### src/rtl/misc_result_accum.sv
// rtl/misc_result_accum.sv - windowed accumulator for the Misc XOUT1/XOUT2 result streams
//
// Purpose: accepts XOUT1/XOUT2 samples on a valid/ready handshake, sums each stream over a
// window of WINDOW samples and presents the per-window sums on a registered valid/ready
// output. A sticky overflow flag records any carry out of ACC_W bits.
//
// Optional feature: define MISC_RESULT_ACC_MINMAX_EN to add MAX1/MIN1 outputs holding the
// largest/smallest XOUT1 sample of each window.
//
// Ports:
//   clk_i        clock, rising edge
//   rst_i        synchronous reset, active-high
//   in_valid_i   sample present on xout1_i/xout2_i
//   in_ready_o   sample accepted this cycle when in_valid_i is also high
//   xout1_i      sample stream 1 (NX bits, unsigned)
//   xout2_i      sample stream 2 (NX bits, unsigned)
//   out_valid_o  sum1_o/sum2_o hold a completed window
//   out_ready_i  consumer takes the window result
//   sum1_o       window sum of stream 1, modulo 2**ACC_W
//   sum2_o       window sum of stream 2, modulo 2**ACC_W
//   ovf_o        sticky carry-out flag, cleared only by reset
//   max1_o       (MISC_RESULT_ACC_MINMAX_EN) largest stream-1 sample of the window
//   min1_o       (MISC_RESULT_ACC_MINMAX_EN) smallest stream-1 sample of the window
module misc_result_accum #(
    parameter int NX     = 8,
    parameter int WINDOW = 4,
    parameter int ACC_W  = 16
) (
    input  logic             clk_i,
    input  logic             rst_i,
    input  logic             in_valid_i,
    output logic             in_ready_o,
    input  logic [NX-1:0]    xout1_i,
    input  logic [NX-1:0]    xout2_i,
    output logic             out_valid_o,
    input  logic             out_ready_i,
    output logic [ACC_W-1:0] sum1_o,
    output logic [ACC_W-1:0] sum2_o,
`ifdef MISC_RESULT_ACC_MINMAX_EN
    output logic [NX-1:0]    max1_o,
    output logic [NX-1:0]    min1_o,
`endif
    output logic             ovf_o
);

    localparam int CNT_W = (WINDOW > 2) ? $clog2(WINDOW) : 1;
    localparam logic [CNT_W-1:0] CNT_LAST = CNT_W'(WINDOW - 1);
    localparam int PAD = ACC_W + 1 - NX;

    typedef enum logic {
        S_ACCUM = 1'b0,
        S_HOLD  = 1'b1
    } state_t;

    state_t            state_q;
    logic [ACC_W-1:0]  acc1_q;
    logic [ACC_W-1:0]  acc2_q;
    logic [CNT_W-1:0]  cnt_q;
    logic              out_valid_q;
    logic [ACC_W-1:0]  sum1_q;
    logic [ACC_W-1:0]  sum2_q;
    logic              ovf_q;

    logic              accept;
    logic              last;
    logic [ACC_W:0]    add1_d;
    logic [ACC_W:0]    add2_d;

    // In HOLD the input is ready only when the result is drained in the same cycle,
    // so the next window can start without a bubble.
    assign in_ready_o = (state_q == S_ACCUM) || out_ready_i;
    assign accept     = in_valid_i && in_ready_o;
    assign last       = (cnt_q == CNT_LAST);

    // One extra bit captures the carry that feeds the sticky overflow flag.
    assign add1_d = {1'b0, acc1_q} + {{PAD{1'b0}}, xout1_i};
    assign add2_d = {1'b0, acc2_q} + {{PAD{1'b0}}, xout2_i};

`ifdef MISC_RESULT_ACC_MINMAX_EN
    logic [NX-1:0] trk_max_q;
    logic [NX-1:0] trk_min_q;
    logic [NX-1:0] max1_q;
    logic [NX-1:0] min1_q;
    logic [NX-1:0] run_max_d;
    logic [NX-1:0] run_min_d;

    // cnt_q is zero for the first sample of every window, which seeds both trackers.
    assign run_max_d = (cnt_q == '0) ? xout1_i : ((xout1_i > trk_max_q) ? xout1_i : trk_max_q);
    assign run_min_d = (cnt_q == '0) ? xout1_i : ((xout1_i < trk_min_q) ? xout1_i : trk_min_q);
    assign max1_o    = max1_q;
    assign min1_o    = min1_q;
`endif

    always_ff @(posedge clk_i) begin
        if (rst_i) begin
            state_q     <= S_ACCUM;
            acc1_q      <= '0;
            acc2_q      <= '0;
            cnt_q       <= '0;
            out_valid_q <= 1'b0;
            sum1_q      <= '0;
            sum2_q      <= '0;
            ovf_q       <= 1'b0;
`ifdef MISC_RESULT_ACC_MINMAX_EN
            trk_max_q   <= '0;
            trk_min_q   <= '0;
            max1_q      <= '0;
            min1_q      <= '0;
`endif
        end else begin
            case (state_q)
                S_ACCUM: begin
                    if (accept) begin
                        ovf_q <= ovf_q | add1_d[ACC_W] | add2_d[ACC_W];
                        if (last) begin
                            sum1_q      <= add1_d[ACC_W-1:0];
                            sum2_q      <= add2_d[ACC_W-1:0];
                            acc1_q      <= '0;
                            acc2_q      <= '0;
                            cnt_q       <= '0;
                            out_valid_q <= 1'b1;
                            state_q     <= S_HOLD;
`ifdef MISC_RESULT_ACC_MINMAX_EN
                            max1_q      <= run_max_d;
                            min1_q      <= run_min_d;
`endif
                        end else begin
                            acc1_q <= add1_d[ACC_W-1:0];
                            acc2_q <= add2_d[ACC_W-1:0];
                            cnt_q  <= cnt_q + CNT_W'(1);
`ifdef MISC_RESULT_ACC_MINMAX_EN
                            trk_max_q <= run_max_d;
                            trk_min_q <= run_min_d;
`endif
                        end
                    end
                end
                S_HOLD: begin
                    if (out_ready_i) begin
                        state_q     <= S_ACCUM;
                        out_valid_q <= 1'b0;
                        // acc/cnt were cleared on entry to HOLD, so the adders yield the
                        // bare sample and this accept becomes sample 1 of the next window.
                        if (accept) begin
                            acc1_q <= add1_d[ACC_W-1:0];
                            acc2_q <= add2_d[ACC_W-1:0];
                            cnt_q  <= CNT_W'(1);
`ifdef MISC_RESULT_ACC_MINMAX_EN
                            trk_max_q <= run_max_d;
                            trk_min_q <= run_min_d;
`endif
                        end
                    end
                end
                default: begin
                    state_q <= S_ACCUM;
                end
            endcase
        end
    end

    assign out_valid_o = out_valid_q;
    assign sum1_o      = sum1_q;
    assign sum2_o      = sum2_q;
    assign ovf_o       = ovf_q;

endmodule

### config.mk
export PLATFORM = sky130hd
export DESIGN_NAME = misc_result_accum
export DESIGN_NICKNAME = d
export VERILOG_FILES = /design/src/rtl/misc_result_accum.sv
export SDC_FILE = /design/constraint.sdc
export NUM_CORES = 1
export LEC_CHECK = 0
export CORE_UTILIZATION = 54
export CTS_CLUSTER_SIZE = 14
export DETAILED_ROUTE_END_ITERATION = 7
export PLACE_DENSITY = 0.77
export SKIP_CTS_REPAIR_TIMING = 1
export SLEW_MARGIN = 5
export SYNTH_ARGS = -nofsm -noshare
export SYNTH_HDL_FRONTEND = slang
export SYNTH_SLANG_ARGS = --single-unit
### constraint.sdc
create_clock -name clk_i -period 3 [get_ports clk_i]
set_input_delay 0.6 -clock clk_i [delete_from_list [all_inputs] [get_ports clk_i]]
set_output_delay 0.6 -clock clk_i [all_outputs]
set_load 0.05 [all_outputs]
==> impl_metrics.ini <==
[power]
p_leak_nw = 1.59
seq_power_share_pct = 47.6
intPower_w = 0.00147
sw_frac_of_total_pct = 28.4
ir_drop_uv = 282
pwr-share-comb_pct = 19.5
power-per-cell-area_nw_per_um2 = 477
clkPwrFrac_pct = 32.9
netSwitchingPower_w = 0.000585
power_w = 0.00206

[yosys]
synth_most_common_cell = dfxtp_1
synth_ff_type = dfxtp_1
synth_top_area_share_pct = 39.3
synth_seq_cells = 69
synth_edf_count = 0
yosysUniqueCellTypes = 48
yosys_warnings = 0
avgSynthCellArea_um2 = 8.14
synth_cells = 432
syn_nets = 471
synth_seq_area_share_pct = 39.3
yosys-top-cells-count = 69 x dfxtp_1, 65 x nand2_1, 53 x a21oi_1, 37 x nor2_1, 28 x o21ai_0
syn-cell-area_um2 = 3520
netlist_top_cells_area = dfxtp_1 39%, a21oi_1 7.5%, nand2_1 6.9%, ha_1 6.0%, o21ai_0 4.0%
synth_area_leader_cell = dfxtp_1
async_flop_share_pct = 0

[timing]
hold_viol = 0
setup-tns-final_ns = 0
period_share_pct = 88.6
tightest_slew_ns = 0.953
slew_violations = 0
finClkSkew_ns = 0.00465
setup_viol = 0
min_period_ns = 2.66
fmax_mhz = 376
rsz0062_at_grt = false
relSlewSlack_pct = 36.2

[finish]
layout-drive-gt1-share_pct = 6.95
layout.nets = 523
syn_to_final_growth_pct = 22.7
num_antenna_cells = 0
fill_cells = 549
final_util_pct = 68.3

[setup_path]
ff2ff_path_depth = 8
crit_start = xout1_i[0]
crit_slowest_cell = fa_1
endpoint_kind = register
r2r_start = acc1_q[0]
worstPathRequired_ns = 3.23
cp.arrival_ns = 2.89
crit_type = in2reg
cp-start-kind = input pin
cp_cell_sequence = clkdlybuf4s50_1 -> ha_1 -> fa_1 -> a211oi_1 -> o21ai_1 -> o2111ai_2 -> nor2_1 -> a31oi_1 -> o2bb2ai_1
r2r-end = ovf_o
rrSetupSlack_ns = 0.70
slowest_delay_ns = 0.41
cp_max_fo = 7

[global_route]
overflow = 0
grt_max_degree = 31
grt_pass1_wl_um = 13500
first_global_vias = 2932
antenna_found_initial = 0
track_usage_pct = 26.4

[route]
drtIter0Drc = 145
viasPerCell = 5.76
wl_um = 8230
drtPass1Iterations = 4
wire_per_inst_um = 14.5
drc = 0
antenna_left = 0
vias = 3258

[clock_tree]
cts_max_level = 3
cts-buffers-inserted = 9
clk_pin_slew_ns = 0.07
clk_path_buf_depth = 2
cts-root-buf = clkbuf_8
clock-sinks = 69
cts_tree = done
clk_latency_ns = 0.34

[worst_hold_path]
hold_path_startpoint = sum1_o[6]
hold_end = sum1_o[6]
min_path_type = reg2reg
hold_depth = 2

[floorplanning]
die_area_um2 = 6840
core_um2 = 6310
die_h_um = 82.7
rows = 29
initial_utilization_pct = 55.7
io_pins = 55
die_w_um = 82.7

[run]
cap_violations = 0

[placed_design]
portBuffers = 54
dp_hpwl_um = 5750
place.gp.congestion = 0.846

[run_status]
status = finished clean
[power groups by stage]
| stage | logic (W) | clock network [W] | registers [W] |
|---|---|---|---|
| after floorplan | 0.000284 | 0 | 0.00101 |
| after global placement | 0.000389 | 0 | 0.000996 |
| after detailed placement | 0.000397 | 0 | 0.000998 |
| after CTS | 0.000400 | 0.000688 | 0.000977 |
| after global routing | 0.000446 | 0.000733 | 0.000982 |
| final | 0.000402 | 0.000677 | 0.000978 |
[state kept, by name, indices dropped and copies added (netlist names)]
register     flops
acc1_q          16
acc2_q          16
sum1_o          16
sum2_o          16
cnt_q            2
out_valid_o      1
ovf_o            1
state_q          1
[how the worst max path moves through the flow]
stage | endpoint | depth (start not counted)
4_1_cts | ovf_o | 9
3_5_place_dp | ovf_o | 9
5_1_grt | sum2_o[14] | 9
3_3_place_gp | ovf_o | 9
2_1_floorplan | ovf_o | 8
6_report | ovf_o | 9
[routing by layer]
metal / global-route usage [%] / wire length (µm)
met5: 0 / 0
met4: 13.8 / 147
met3: 4.84 / 394
met2: 42.5 / 3790
met1: 33.4 / 3900
[cell type report]
class                   instances  area (µm²)  area share (%)
inverters                       9        33.8           0.783
clock inverters                 1        5.00           0.116
well taps                      77        96.3            2.23
clock buffers                  15         166            3.86
flip-flops and latches         69        1380            32.0
multi-input cells             328        2000            46.3
repair buffers                 67         636            14.7
[cells in the final DEF, fill, tap and decap left out, drive strengths merged, types with 2 or more instances in the layout]
cell type / Yosys / layout
a211oi: 4 / 4
a21o: 5 / 5
a21oi: 55 / 55
a22o: 2 / 2
a22oi: 12 / 12
a311o: 2 / 2
a311oi: 2 / 2
a31oi: 6 / 6
and2: 3 / 3
and3: 3 / 3
buf: 4 / 14
clkbuf: 22 / 15
clkdlybuf4s50: 0 / 53
dfxtp: 69 / 69
fa: 2 / 2
ha: 17 / 17
inv: 9 / 9
nand2: 65 / 65
nand2b: 2 / 2
nand3: 7 / 7
nand3b: 4 / 4
nand4: 3 / 3
nor2: 37 / 37
nor3: 3 / 3
nor4: 4 / 4
o2111ai: 2 / 2
o211ai: 6 / 6
o21a: 3 / 3
o21ai: 31 / 31
o22ai: 5 / 5
o41ai: 2 / 2
or3: 7 / 7
or4: 2 / 2
xnor2: 16 / 16
xor2: 8 / 8
[critical path, delay by kind of cell]
family	cells	cell delay, ns
buf+inv	1	0.40
fa+ha+maj	2	0.63
simple gates	1	0.16
compound gates	5	1.11
[kinds of logic after synthesis]
group,Yosys count,synth area share [%]
and+or+nand+nor,144,18.8
buffers and inverters,35,3.95
xor gates and xnor gates,24,5.98
AOI/OAI and AO/OA,141,24.8
adders and majority gates,19,7.19
DFF,69,39.3
[stage by stage]
step	hold slack [ns]	area, µm²	setup WS, ns	std cells
4_1_cts	0.455	4310	0.372	566
5_1_grt	0.475	4310	0.211	566
6_report	0.454	4310	0.341	566
3_3_place_gp	0.443	4140	0.0869	550
2_1_floorplan	0.429	3520	0.633	432
3_5_place_dp	0.448	4140	0.0156	550
Power figures use the tool's default switching activity.
